**src/rtl/obj_pkg.sv**
```systemverilog
// Shared types and helpers for the object scan sequencer: FSM state encoding,
// default widths and the saturating quotient resize.
package obj_pkg;

    localparam int ID_W_DEF    = 8;
    localparam int ACC_W_DEF   = 32;
    localparam int COORD_W_DEF = 11;

    typedef enum logic [2:0] {
        IDLE,
        ISSUE,
        WAIT,
        CHECK,
        DIV_X,
        DIV_Y,
        EMIT,
        DONE
    } scan_state_e;

    // Clamp q to the largest value representable in out_w bits.
    function automatic logic [63:0] sat_resize(input logic [63:0] q, input int unsigned out_w);
        logic [63:0] lim;
        lim = (out_w >= 64) ? '1 : ((64'd1 << out_w) - 64'd1);
        return (q > lim) ? lim : q;
    endfunction

endpackage

```
**src/rtl/object_scan_sequencer_divider.sv**
```systemverilog
// Restoring unsigned divider, one quotient bit per cycle, ACC_W cycles from start to done.
// The dividend carries one extra top bit that must be smaller than the divisor.
module seq_divider #(
    parameter int ACC_W = 32
) (
    input  logic             clk,
    input  logic             reset,
    input  logic             start_i,
    input  logic [ACC_W:0]   dividend_i,
    input  logic [ACC_W-1:0] divisor_i,
    output logic             done_o,
    output logic [ACC_W-1:0] quotient_o
);
    localparam int CW = $clog2(ACC_W + 1);

    logic [ACC_W-1:0] rem_q;
    logic [ACC_W-1:0] q_q;
    logic [ACC_W-1:0] dvs_q;
    logic [CW-1:0]    cnt_q;
    logic             active_q;
    logic             done_q;

    logic [ACC_W-1:0] rem_in;
    logic [ACC_W-1:0] dvs_in;
    logic             bit_in;
    logic [ACC_W:0]   trial;
    logic [ACC_W-1:0] rem_nxt;
    logic             q_bit;

    // The start cycle already performs the first iteration, so done lands ACC_W cycles later.
    always_comb begin
        // NOTE: every combinational output is assigned on all paths to avoid latches.
        if (start_i) begin
            rem_in = {{(ACC_W-1){1'b0}}, dividend_i[ACC_W]};
            bit_in = dividend_i[ACC_W-1];
            dvs_in = divisor_i;
        end else begin
            rem_in = rem_q;
            bit_in = q_q[ACC_W-1];
            dvs_in = dvs_q;
        end
        trial = {rem_in, bit_in};
        if (trial >= {1'b0, dvs_in}) begin
            q_bit   = 1'b1;
            rem_nxt = ACC_W'(trial - {1'b0, dvs_in});
        end else begin
            q_bit   = 1'b0;
            rem_nxt = trial[ACC_W-1:0];
        end
    end

    always_ff @(posedge clk) begin
        // NOTE: state is updated with non-blocking assignments only.
        if (reset) begin
            rem_q    <= '0;
            q_q      <= '0;
            dvs_q    <= '0;
            cnt_q    <= '0;
            active_q <= 1'b0;
            done_q   <= 1'b0;
        end else begin
            done_q <= 1'b0;
            if (start_i) begin
                rem_q    <= rem_nxt;
                q_q      <= {dividend_i[ACC_W-2:0], q_bit};
                dvs_q    <= divisor_i;
                cnt_q    <= CW'(ACC_W - 1);
                active_q <= 1'b1;
            end else if (active_q) begin
                rem_q <= rem_nxt;
                q_q   <= {q_q[ACC_W-2:0], q_bit};
                cnt_q <= cnt_q - 1'b1;
                if (cnt_q == CW'(1)) begin
                    active_q <= 1'b0;
                    done_q   <= 1'b1;
                end
            end
        end
    end

    assign done_o     = done_q;
    assign quotient_o = q_q;

endmodule

```
**src/rtl/object_scan_sequencer.sv**
```systemverilog
// Walks the connected-components table after each frame and streams one centroid per
// non-empty object. Optional round-half-up centroids under CENTROID_ROUND_EN.
module object_scan_sequencer
    import obj_pkg::*;
#(
    parameter int ID_W    = ID_W_DEF,
    parameter int ACC_W   = ACC_W_DEF,
    parameter int COORD_W = COORD_W_DEF,
    parameter int RD_LAT  = 2
) (
    input  logic               clk,
    input  logic               reset,
    input  logic               frame_done,
    input  logic [ID_W-1:0]    num_labels,
    output logic [ID_W-1:0]    obj_id,
    input  logic [ACC_W-1:0]   obj_area,
    input  logic [ACC_W-1:0]   obj_x,
    input  logic [ACC_W-1:0]   obj_y,
    output logic               res_valid,
    input  logic               res_ready,
    output logic [ID_W-1:0]    res_id,
    output logic [COORD_W-1:0] res_cx,
    output logic [COORD_W-1:0] res_cy,
    output logic [ACC_W-1:0]   res_area,
    output logic               busy,
    output logic               scan_done
);
    localparam int WCW = (RD_LAT > 1) ? $clog2(RD_LAT) : 1;

    scan_state_e        state_q;
    logic [ID_W-1:0]    n_lat_q;
    logic [ID_W-1:0]    obj_id_q;
    logic [WCW-1:0]     wait_cnt_q;
    logic [ACC_W-1:0]   area_q;
    logic [ACC_W-1:0]   x_q;
    logic [ACC_W-1:0]   y_q;
    logic [COORD_W-1:0] cx_q;
    logic               res_valid_q;
    logic [ID_W-1:0]    res_id_q;
    logic [COORD_W-1:0] res_cx_q;
    logic [COORD_W-1:0] res_cy_q;
    logic [ACC_W-1:0]   res_area_q;
    logic               busy_q;
    logic               scan_done_q;

    logic               div_start;
    logic               div_done;
    logic [ACC_W:0]     num_x;
    logic [ACC_W:0]     num_y;
    logic [ACC_W:0]     div_dividend;
    logic [ACC_W-1:0]   div_quotient;
    logic [COORD_W-1:0] div_sat;
    logic               last_obj;

`ifdef CENTROID_ROUND_EN
    // The carry out lands in the divider's extra dividend bit; it is below area when area >= 2.
    assign num_x = {1'b0, x_q} + {2'b00, area_q[ACC_W-1:1]};
    assign num_y = {1'b0, y_q} + {2'b00, area_q[ACC_W-1:1]};
`else
    assign num_x = {1'b0, x_q};
    assign num_y = {1'b0, y_q};
`endif

    assign div_start    = ((state_q == CHECK) && (area_q != '0)) || ((state_q == DIV_X) && div_done);
    assign div_dividend = (state_q == DIV_X) ? num_y : num_x;
    assign div_sat      = COORD_W'(sat_resize(64'(div_quotient), COORD_W));
    assign last_obj     = (obj_id_q == n_lat_q);

    seq_divider #(
        .ACC_W(ACC_W)
    ) u_div (
        .clk        (clk),
        .reset      (reset),
        .start_i    (div_start),
        .dividend_i (div_dividend),
        .divisor_i  (area_q),
        .done_o     (div_done),
        .quotient_o (div_quotient)
    );

    always_ff @(posedge clk) begin
        if (reset) begin
            state_q     <= IDLE;
            n_lat_q     <= '0;
            obj_id_q    <= ID_W'(1);
            wait_cnt_q  <= '0;
            area_q      <= '0;
            x_q         <= '0;
            y_q         <= '0;
            cx_q        <= '0;
            res_valid_q <= 1'b0;
            res_id_q    <= '0;
            res_cx_q    <= '0;
            res_cy_q    <= '0;
            res_area_q  <= '0;
            busy_q      <= 1'b0;
            scan_done_q <= 1'b0;
        end else begin
            case (state_q)
                IDLE: begin
                    if (frame_done) begin
                        n_lat_q  <= num_labels;
                        obj_id_q <= ID_W'(1);
                        busy_q   <= 1'b1;
                        state_q  <= (num_labels != '0) ? ISSUE : DONE;
                    end
                end
                ISSUE: begin
                    wait_cnt_q <= '0;
                    state_q    <= WAIT;
                end
                WAIT: begin
                    if (wait_cnt_q == WCW'(RD_LAT - 1)) begin
                        area_q  <= obj_area;
                        x_q     <= obj_x;
                        y_q     <= obj_y;
                        state_q <= CHECK;
                    end else begin
                        wait_cnt_q <= wait_cnt_q + 1'b1;
                    end
                end
                CHECK: begin
                    if (area_q != '0) begin
                        state_q <= DIV_X;
                    end else if (last_obj) begin
                        scan_done_q <= 1'b1;
                        state_q     <= DONE;
                    end else begin
                        obj_id_q <= obj_id_q + ID_W'(1);
                        state_q  <= ISSUE;
                    end
                end
                DIV_X: begin
                    if (div_done) begin
                        cx_q    <= div_sat;
                        state_q <= DIV_Y;
                    end
                end
                DIV_Y: begin
                    if (div_done) begin
                        res_id_q    <= obj_id_q;
                        res_cx_q    <= cx_q;
                        res_cy_q    <= div_sat;
                        res_area_q  <= area_q;
                        res_valid_q <= 1'b1;
                        state_q     <= EMIT;
                    end
                end
                EMIT: begin
                    if (res_ready) begin
                        res_valid_q <= 1'b0;
                        if (last_obj) begin
                            scan_done_q <= 1'b1;
                            state_q     <= DONE;
                        end else begin
                            obj_id_q <= obj_id_q + ID_W'(1);
                            state_q  <= ISSUE;
                        end
                    end
                end
                DONE: begin
                    // An empty scan enters DONE without the pulse and raises it one cycle later.
                    if (scan_done_q) begin
                        scan_done_q <= 1'b0;
                        busy_q      <= 1'b0;
                        state_q     <= IDLE;
                    end else begin
                        scan_done_q <= 1'b1;
                    end
                end
                default: state_q <= IDLE;
            endcase
        end
    end

    assign obj_id    = obj_id_q;
    assign res_valid = res_valid_q;
    assign res_id    = res_id_q;
    assign res_cx    = res_cx_q;
    assign res_cy    = res_cy_q;
    assign res_area  = res_area_q;
    assign busy      = busy_q;
    assign scan_done = scan_done_q;

endmodule

```
**config.mk**
```make
export PLATFORM = sky130hd
export DESIGN_NAME = object_scan_sequencer
export DESIGN_NICKNAME = d
export VERILOG_FILES = /design/src/rtl/obj_pkg.sv /design/src/rtl/object_scan_sequencer_divider.sv /design/src/rtl/object_scan_sequencer.sv
export SDC_FILE = /design/constraint.sdc
export NUM_CORES = 1
export LEC_CHECK = 0
export ABC_AREA = 1
export BUFFER_PORTS_ARGS = -buffer_cell sky130_fd_sc_hd__buf_2
export CORE_ASPECT_RATIO = 1.4
export CORE_UTILIZATION = 45
export CTS_BUF_LIST = sky130_fd_sc_hd__clkbuf_16
export DETAILED_ROUTE_END_ITERATION = 8
export SYNTH_ARGS = -nofsm -noshare
export SYNTH_HDL_FRONTEND = slang
export SYNTH_SLANG_ARGS = --single-unit
```
**constraint.sdc**
```tcl
create_clock -name clk -period 3.9 [get_ports clk]
set_clock_uncertainty 0.2 [all_clocks]
set_input_delay 0.39 -clock clk [delete_from_list [all_inputs] [get_ports clk]]
set_output_delay 0.39 -clock clk [all_outputs]
set_load 0.02 [all_outputs]
```
## Word level (Yosys, flattened, before mapping)

Cells that the tools add are included.

| word-level totals | value |
|---|---|
| register bits after elaboration | 296 |
| input bits | 108 |
| output and inout bits | 73 |
| word-level logic and storage cells | 113 |

| operators by class | value |
|---|---|
| add/subtract/negate cells | 4 |
| order comparisons | 2 |
| equality and inequality tests | 16 |
| mux-type cells | 45 |
| bitwise operators | 1 |
| reductions and logical operators | 23 |

Operators with widths:

| kind | count |
|---|---|
| two-way mux 32 bit | 8 |
| >= comparator 33 x 32 -> 1 bit | 1 |
| > comparator 32 x 11 -> 1 bit, second input constant | 1 |
| two-way mux 8 bit | 4 |
| nonzero test 32 bit | 1 |
| subtractor 32 bit | 1 |
| two-way mux 3 bit | 9 |
| case mux 3 bit (8 select lines) | 1 |
| case mux 8 bit (3 select lines) | 1 |
| two-way mux 1 bit | 15 |
| equality test 3 bit, second input constant | 4 |
| two-way mux 11 bit | 1 |
| two-way mux 5 bit | 2 |
| inequality test 2 bit, second input constant | 5 |
| AND reduction 3 bit | 3 |
| adder 8 x 1 -> 8 bit, second input constant | 1 |
| equality test 8 bit | 1 |
| AND reduction 2 bit | 4 |
| nonzero test 2 bit | 4 |
| nonzero test 8 bit | 1 |
| equality test 3 x 2 -> 1 bit, second input constant | 2 |
| equality test 6 x 1 -> 1 bit, second input constant | 1 |
| case mux 1 bit (2 select lines) | 3 |
| AND reduction 6 bit | 1 |
| other kinds (13) | 16 |

## Depth between registers and ports, before layout

Gate-level depths: netlist of the first run.

| logic depth | value |
|---|---|
| word-level depth | 8 |
| mapped depth | 27 |
| gate-level depth less buffers | 27 |

## Hierarchy

Synthesis of the first run repeated with hierarchy kept, for this count alone.

| unflattened totals | value |
|---|---|
| cell total of the unflattened synthesis | 2161 |
| area, all modules | 14863.0 µm² |

Modules (own cells, without submodules):

| module | instances | cells each | area an instance (µm²) | seq. area each (µm²) |
|---|---|---|---|---|
| object_scan_sequencer | 1 | 1003 | 7636.1 | 3843.7 |
| seq_divider | 1 | 1158 | 7226.9 | 2082.0 |

## Least setup slack after synthesis of the first run

Ideal clock, no wire load.

| path | value |
|---|---|
| path kind | reg2reg |
| from | reg state_q[0] |
| to | reg u_div.rem_q[12] |
| setup time | 109 ps |
| arrival time | 3071 ps |
| required time | 3591 ps |
| slack | 520 ps |
| cell stages (with the launch flop) | 25 |
| buffers on the path | 3 |
| period minus slack after synthesis | 3380 ps |
| cell sequence | dfxtp_1 buf_2 nor2_1 inv_2 nor2_8 nand2_2 nand2_2 buf_2 buf_2 o21ai_0 inv_1 ha_1 inv_1 fa_1 nand3_1 nand2_1 a21oi_1 inv_1 nand2_1 nand2_1 xor2_1 nand2_1 nand3_1 nand2_1 inv_1 |

| on the way | value |
|---|---|
| word-level cells in the longest chain between the ends | 8 |
| elaborated cells between the ends (all ways) | 15 |
| classes of those cells | add/sub: 1; order compare: 1; eq/ne: 2; mux: 7; reduce/logical: 4 |

Ends and longest elaborated chain:

| what | line | RTL |
|---|---|---|
| start, declared | object_scan_sequencer.sv:30 | `scan_state_e state_q;` |
| start signal, assigned | object_scan_sequencer.sv:105 | `state_q <= (num_labels != '0) ? ISSUE : DONE;` |
| equality test 3 x 2 -> 1 bit or equality test 3 bit (tied branches) | object_scan_sequencer.sv:64 | `assign div_start = ((state_q == CHECK) && (area_q != '0)) \|\| ((state_q == DIV_X) && div_done);` |
| logical AND 1 bit | object_scan_sequencer.sv:64 |  |
| logical OR 1 bit (*) | object_scan_sequencer.sv:64 |  |
| two-way mux 32 bit (*) | n/a |  |
| via u_div.dvs_in[0] | object_scan_sequencer_divider.sv:24 | `logic [ACC_W-1:0] dvs_in;` |
| subtractor 32 bit or >= comparator 33 x 32 -> 1 bit (tied branches) | object_scan_sequencer_divider.sv:45, object_scan_sequencer_divider.sv:43 |  |
| two-way mux 32 bit (*) | object_scan_sequencer_divider.sv:43 | `if (trial >= {1'b0, dvs_in}) begin` |
| two-way mux 32 bit | object_scan_sequencer_divider.sv:69 | `end else if (active_q) begin` |
| two-way mux 32 bit (*) | object_scan_sequencer_divider.sv:63 | `if (start_i) begin` |
| end signal, assigned | object_scan_sequencer_divider.sv:64 | `rem_q <= rem_nxt;` |
| end signal, assigned | object_scan_sequencer_divider.sv:70 | `rem_q <= rem_nxt;` |
| end, declared | object_scan_sequencer_divider.sv:16 | `logic [ACC_W-1:0] rem_q;` |

The timed path passes the listed nets; every way through them passes the cells marked *. The select of a mux whose other input is x is not followed.
A chain may end at the register's enable or synchronous reset.

## Worst setup path in the final report of the first run

| path | value |
|---|---|
| from | reg area_q[14] |
| to | reg u_div.rem_q[8] |

| on the way | value |
|---|---|
| word-level cells in the longest chain between the ends | 8 |
| elaborated cells between the ends (all ways) | 12 |
| classes of those cells | add/sub: 1; order compare: 1; mux: 6; reduce/logical: 4 |

Ends and longest elaborated chain:

| what | line | RTL |
|---|---|---|
| start, declared | object_scan_sequencer.sv:34 | `logic [ACC_W-1:0] area_q;` |
| start signal, assigned | object_scan_sequencer.sv:114 | `area_q <= obj_area;` |
| nonzero test 32 bit | object_scan_sequencer.sv:64 |  |
| logical AND 1 bit | object_scan_sequencer.sv:64 |  |
| logical OR 1 bit | object_scan_sequencer.sv:64 |  |
| two-way mux 1 bit (tied with other cells) | object_scan_sequencer_divider.sv:33 | `if (start_i) begin` |
| subtractor 32 bit or >= comparator 33 x 32 -> 1 bit (tied branches) | object_scan_sequencer_divider.sv:45, object_scan_sequencer_divider.sv:43 |  |
| two-way mux 32 bit | object_scan_sequencer_divider.sv:43 |  |
| two-way mux 32 bit | object_scan_sequencer_divider.sv:69 |  |
| two-way mux 32 bit | object_scan_sequencer_divider.sv:63 |  |

Several ways; a longest one is shown, not always the timed one. The select of a mux whose other input is x is not followed.

==> results of run 1 <==
[final cells by class]
cell class                      instances  area [um2]
Tap cell                              390         488
Timing Repair Buffer                  447        3260
Sequential cell                       296        5930
Clock inverter                         27         181
Fill cell                            2892       12300
Inverter                              167         632
Clock buffer                           31         776
Multi-Input combinational cell       1499        7330
[worst max-delay path, stage by stage, from the launching register on]
cell and delay (ps):
dfxtp_1 340, nor2_1 160, nand2_2 110, nor2_2 130
nand2_2 80, o21ai_4 150, nand2_4 100, buf_12 170
buf_12 150, mux2i_1 150, ha_1 390, nand2_2 90
nor2_2 140, nand2_1 100, nor2_2 170, nand2_1 80
nand2_1 60, a21oi_1 50, nand2_1 70, inv_2 60
nand2_4 130, inv_2 70, buf_12 150, nand2_1 80
nand3_1 70, nand2_1 60, inv_1 30
[logic make-up (layout without fill, tap and decap cells)]
kind of cell | after synthesis | in the layout | synth area share (%)
buffers and inverters | 277 | 672 | 7.76
multiplexers | 30 | 30 | 2.11
AND/OR/NAND/NOR | 1014 | 1014 | 28.9
flip-flops | 296 | 296 | 41.7
AO/OA/AOI/OAI | 387 | 387 | 14.3
adder cells (fa/ha/maj) | 36 | 36 | 3.22
XOR/XNOR | 32 | 32 | 1.97
[where the power goes]
group | switching, uW | leakage, uW | internal [uW]
sequential | 192 | 0.00239 | 3310
combinational | 6440 | 0.00572 | 4060
clock | 1240 | 0.000496 | 1570
[worst paths after layout]
| path | from | to | slack [ps] | cells past startpoint |
|---|---|---|---|---|
| max | area_q[14] | u_div.rem_q[8] | 230 | 26 |
| min | res_ready | res_valid | 30 | 4 |
| max reg2reg | area_q[14] | u_div.rem_q[8] | 230 | 26 |
| min reg2reg | res_area[31] | res_area[31] | 270 | 2 |
[registers in the layout, indices dropped and copies added, names as in the netlist, 11 cells and up]
name              count
res_cy               11
u_div.quotient_o     32
y_q                  32
area_q               32
res_cx               11
u_div.dvs_q          32
cx_q                 11
x_q                  32
res_area             32
u_div.rem_q          32
[layer usage]
layer	up-vias	global-route usage, %
met5	-	0
met4	0	13.1
met3	103	2.81
met2	276	52.0
met1	6678	29.1
li1	7394	-
[placed cells by master (no fill, tap or decap), types with 4 or more instances in the layout]
master / Yosys / routed
xor2_1: 26 / 25
mux2i_1: 30 / 30
nor2_4: 2 / 4
o21bai_1: 10 / 9
nand2_1: 397 / 386
inv_1: 157 / 162
nor2_1: 466 / 452
a21oi_2: 0 / 6
clkbuf_16: 0 / 31
clkinv_1: 0 / 9
o21ai_1: 19 / 23
nand2_2: 2 / 12
ha_1: 35 / 33
nor3_1: 13 / 13
nor4_1: 7 / 6
buf_4: 1 / 147
nand4_1: 10 / 10
dlygate4sd3_1: 0 / 112
a31oi_1: 24 / 24
nor2_2: 2 / 14
nand3_1: 101 / 100
dfxtp_1: 296 / 296
o21a_1: 4 / 4
xnor2_1: 6 / 6
a21oi_1: 111 / 104
nand3_2: 3 / 4
inv_2: 10 / 12
buf_2: 26 / 180
buf_12: 0 / 5
o21ai_0: 210 / 206
[through the flow]
step | hold slack (ps) | instance area, um2 | TNS (ps)
global placement | 256 | 16300 | -25.2
floorplan | 225 | 14200 | 0
finish | 32.4 | 18600 | 0
detailed placement | 265 | 16300 | 0
CTS | 0.499 | 18400 | 0
global route | 25.9 | 18600 | -158
[what timing repair did]
item                                    CTS  global route
hold buffers                            112             0
setup buffers                             0             6
endpoints found under the hold margin   104             0
pin swaps                                 0             8
resized for setup                         1            46
endpoints found under the setup margin    2            33
==> flow_summary.toml, run 1 <==
[floorplanning]
die_y_um = 212
die_area_um2 = 32300
io_pins = 181
die_w_um = 152
initial_core_util_pct = 46.0
core_um2 = 30900
std_cell_rows = 76

[timing]
finalHoldViolCount = 0
slew_headroom_pct = 41.7
slew_viol_final = 0
worst_slack_ps = 229
period_minus_slack_ps = 3670
fin_crit_sh_pct = 94.1
max_freq_mhz = 272
finalSetupViolCount = 0
tightest_slew_ps = 875
grt_setup_unrepaired = "yes"

[power]
p_leak_uw = 0.00860
vdd_drop_max_mv = 0.795
total_power_uw = 16800
p_per_area_nw_per_um2 = 904

[hold_path]
hp-class = "in -> reg"

[global_route]
grt_pass1_vias = 14000
overflow = 0
grt_pass1_wl_mm = 70.0
grt_max_degree = 102
track_usage_pct = 26.9
grt_antenna_before_repair = 0

[worst_setup_path]
worstPathRequired_ps = 4180
crit_fanout = 16
crit_path_end_kind = "flop"
start_kind = "flop"
path_class = "reg -> reg"
worstPathArrival_ps = 3950

[routing]
firstDrtPassIters = 8
vias = 14500
wl_met3_mm = 1.40
drt-initial-drc-count = 657
drt-wirelength-per-cell_um = 15.3
drt-met1-wl_mm = 17.4
routed_wl_mm = 43.7
drc = 5
avgViaCountPerCell = 5.06
top_layer = "met4"
ant_nets = 0
wl_met2_mm = 22.9

[yosys]
synthArstFlopShare_pct = 0
synth_cells = 2072
yosys.area.top_type = "dfxtp_1"
synth-main-ff-cell = "dfxtp_1"
synth.avg_cell_area_um2 = 6.85
synth_area_leaders = "dfxtp_1 (42%), nor2_1 (12%), nand2_1 (10%)"
netlist_area_um2 = 14200
yosys_warnings = 0
yosysSeqAreaShare_pct = 41.7
synth.most_common_cell = "nor2_1"
synth_edf_count = 0
synth_common_cells = "nor2_1 (466), nand2_1 (397), dfxtp_1 (296)"
synth_top_area_share_pct = 41.7
syn_nets = 2216
synth_cell_type_count = 44
ys_ff_latch = 296

[finish]
n_antenna_cell = 0
area_delta_synth_final_pct = 30.9
fin_nets = 2586
final_cells = 2857
postLayoutCoreUtil_pct = 60.2
final_layout_size_suffix_gt1_share_pct = 18.0

[placed_design]
post-dp-hpwl_mm = 31.2
dp_cells = 2681
gp_congestion = 0.912
post-place-ws_ps = 19.5
portBuffers = 180

[clock_tree]
cts_made_buffers = 31
clk_latency_ps = 580
h-tree-depth = 1
cts.path.max_buffers = 3
cts_tree = "done"
clk_pin_slew_worst_paths_ps = 70
cts_root_buf = "clkbuf_16"
clock-sinks = 296

[run_status]
violations = "design-rule violations"
outcome = "finished, violations left"

[run]
cap_violations = 0
No activity file was read; power rests on OpenSTA's default activity.
==> run 2, diff against run 1 <==
Settings changed: CTS_BUF_LIST sky130_fd_sc_hd__clkbuf_16 to default.
==> run 2 against run 1 <==
  * The run still ends with design-rule violations left
  * Design area rose by 0.59%
  * Sequential power barely moved
  * Combinational power barely moved
  * Count of clock-buffer cells in the layout rose by 17
  * Critical path depth did not move
  * Hold slack got worse by 3.6 ps
  * Wire length rose by 0.11%
  * Core utilization rose by 0.36 points
  * Fmax barely moved
  * Final cell count barely moved
  * Power rose by 1.0%
  * Critical path type unchanged
  * Highest routed layer unchanged
==> flow_summary.toml, run 2 (same netlist as run 1, synthesis figures left out) <==
[placed_design]
portBuffers = 180
gp_congestion = 0.912
post-place-ws_ps = 19.5
place_area_um2 = 16300
post-dp-hpwl_mm = 31.2

[worst_setup_path]
crit_path_end_kind = "flop"
start_kind = "flop"
worstPathRequired_ps = 4180
worstPathArrival_ps = 3950
ff2ff_setup_slack_ps = 230
path_class = "reg -> reg"
r2r_end = "u_div.rem_q[8]"
reg2reg_depth = 26
crit_fanout = 34
rr_startpoint = "area_q[14]"

[global_route]
grt_pass1_wl_mm = 70.0
grt_antenna_before_repair = 0
overflow = 0
grt_max_degree = 102
grt_pass1_vias = 14100
track_usage_pct = 26.9

[timing]
max_freq_mhz = 273
slew_headroom_pct = 41.2
slew_viol_final = 0
finalHoldViolCount = 0
worst_slack_ps = 231
period_minus_slack_ps = 3670
tightest_slew_ps = 881
fin_crit_sh_pct = 94.1
finalSetupViolCount = 0

[floorplanning]
std_cell_rows = 76
core_um2 = 30900
die_w_um = 152
die_y_um = 212
die_area_um2 = 32300
io_pins = 181
initial_core_util_pct = 46.0

[clock_tree]
cts_tree = "done"
clk_pin_slew_worst_paths_ps = 70
clock-sinks = 296
cts_made_buffers = 31
cts_root_buf = "clkbuf_16"
cts.path.max_buffers = 3
clk_latency_ps = 580
h-tree-depth = 1

[power]
p_leak_uw = 0.00864
p_per_area_nw_per_um2 = 908
vdd_drop_max_mv = 0.795

[finish]
final_layout_size_suffix_gt1_share_pct = 18.6
postLayoutCoreUtil_pct = 60.5
fillCellCount = 2881
n_antenna_cell = 0
final_common_cell = "nor2_1"
area_delta_synth_final_pct = 31.7
most-common-layout-cells = "nor2_1 (448), nand2_1 (386), dfxtp_1 (296)"
fin_nets = 2588
final_cell_area_um2 = 18700

[hold_path]
hold_path_depth = 4
hp-class = "in -> reg"
hp-start = "res_ready"
holdPathEnd = "res_valid"

[routing]
drt-initial-drc-count = 620
vias = 14500
firstDrtPassIters = 7
avgViaCountPerCell = 5.07
routed_wl_mm = 43.8
drt-wirelength-per-cell_um = 15.3
drc = 5
ant_nets = 0

[run]
cap_violations = 0

[run_status]
violations = "design-rule violations"
outcome = "finished, violations left"
## run 2: cell types whose count changed in the layout (fill, tap and decap cells not counted), sizes merged
cell / delta
buf: +2
inv: -8
clkinv: -9
clkbuf: +17
## run 2: power by group
| part | internal [uW] | switching, uW | leakage, uW | total, uW |
|---|---|---|---|---|
| Combinational | 4080 | 6380 | 0.00573 | 10500 |
| Clock | 1770 | 1250 | 0.000514 | 3020 |
| Sequential | 3310 | 192 | 0.00239 | 3500 |
## run 2: worst max-delay path by stage
stage,startpoint,to,slack [ps],cells past startpoint
floorplan,state_q[0],u_div.rem_q[12],520,24
global placement,area_q[20],u_div.rem_q[19],-30,23
detailed placement,area_q[20],u_div.rem_q[19],20,23
CTS,area_q[20],u_div.rem_q[1],5,24
global route,area_q[18],u_div.rem_q[8],-30,24
finish,area_q[14],u_div.rem_q[8],230,26
## run 2: worst max-delay path: stages (launching register included)
cell,delay (ps)
dfxtp_1,340
nor2_2,140
nand2_2,100
nor2_2,130
nand2_2,80
o21ai_4,180
nand2_4,110
buf_12,190
mux2i_1,130
buf_4,160
ha_1,350
nand2_1,120
nor2_2,140
nand2_1,110
nor2_2,170
nand2_1,80
nand2_1,60
a21oi_1,50
nand2_1,70
inv_2,50
nand2_4,120
inv_2,70
buf_12,150
nand2_1,80
nand3_1,70
nand2_1,60
inv_1,30
## run 2: cell type report
class	instances	area [um2]	share of cell area (%)
clock buffer	48	930	4.97
clock inverter	10	118	0.629
inverter	167	634	3.39
multi-input combinational	1499	7340	39.2
sequential	296	5930	31.7
tap	390	488	2.61
timing repair buffer	449	3270	17.5
## run 2: metal layers
layer | GRT usage [%] | part of all wire, %
met5 | 0 | 0
met4 | 12.5 | 4.4
met3 | 2.85 | 3.7
met2 | 52.2 | 53
met1 | 29.2 | 39
## run 2: through the flow
step	instances	TNS (ps)	hold WS (ps)	total power [uW]
2_1_floorplan	2072	0	225	9680
3_3_place_gp	2681	-25.2	256	13500
3_5_place_dp	2681	0	265	13500
4_1_cts	2851	0	0.499	16600
5_1_grt	2859	-179	25.9	18200
6_report	2859	0	28.8	17000
## run 2: timing repair
item	CTS	global route
hold buffers	112	0
pin swaps	0	17
buffers inserted	0	8
endpoints found under the hold margin	104	0
setup endpoints to repair	2	33
resized for setup	1	51
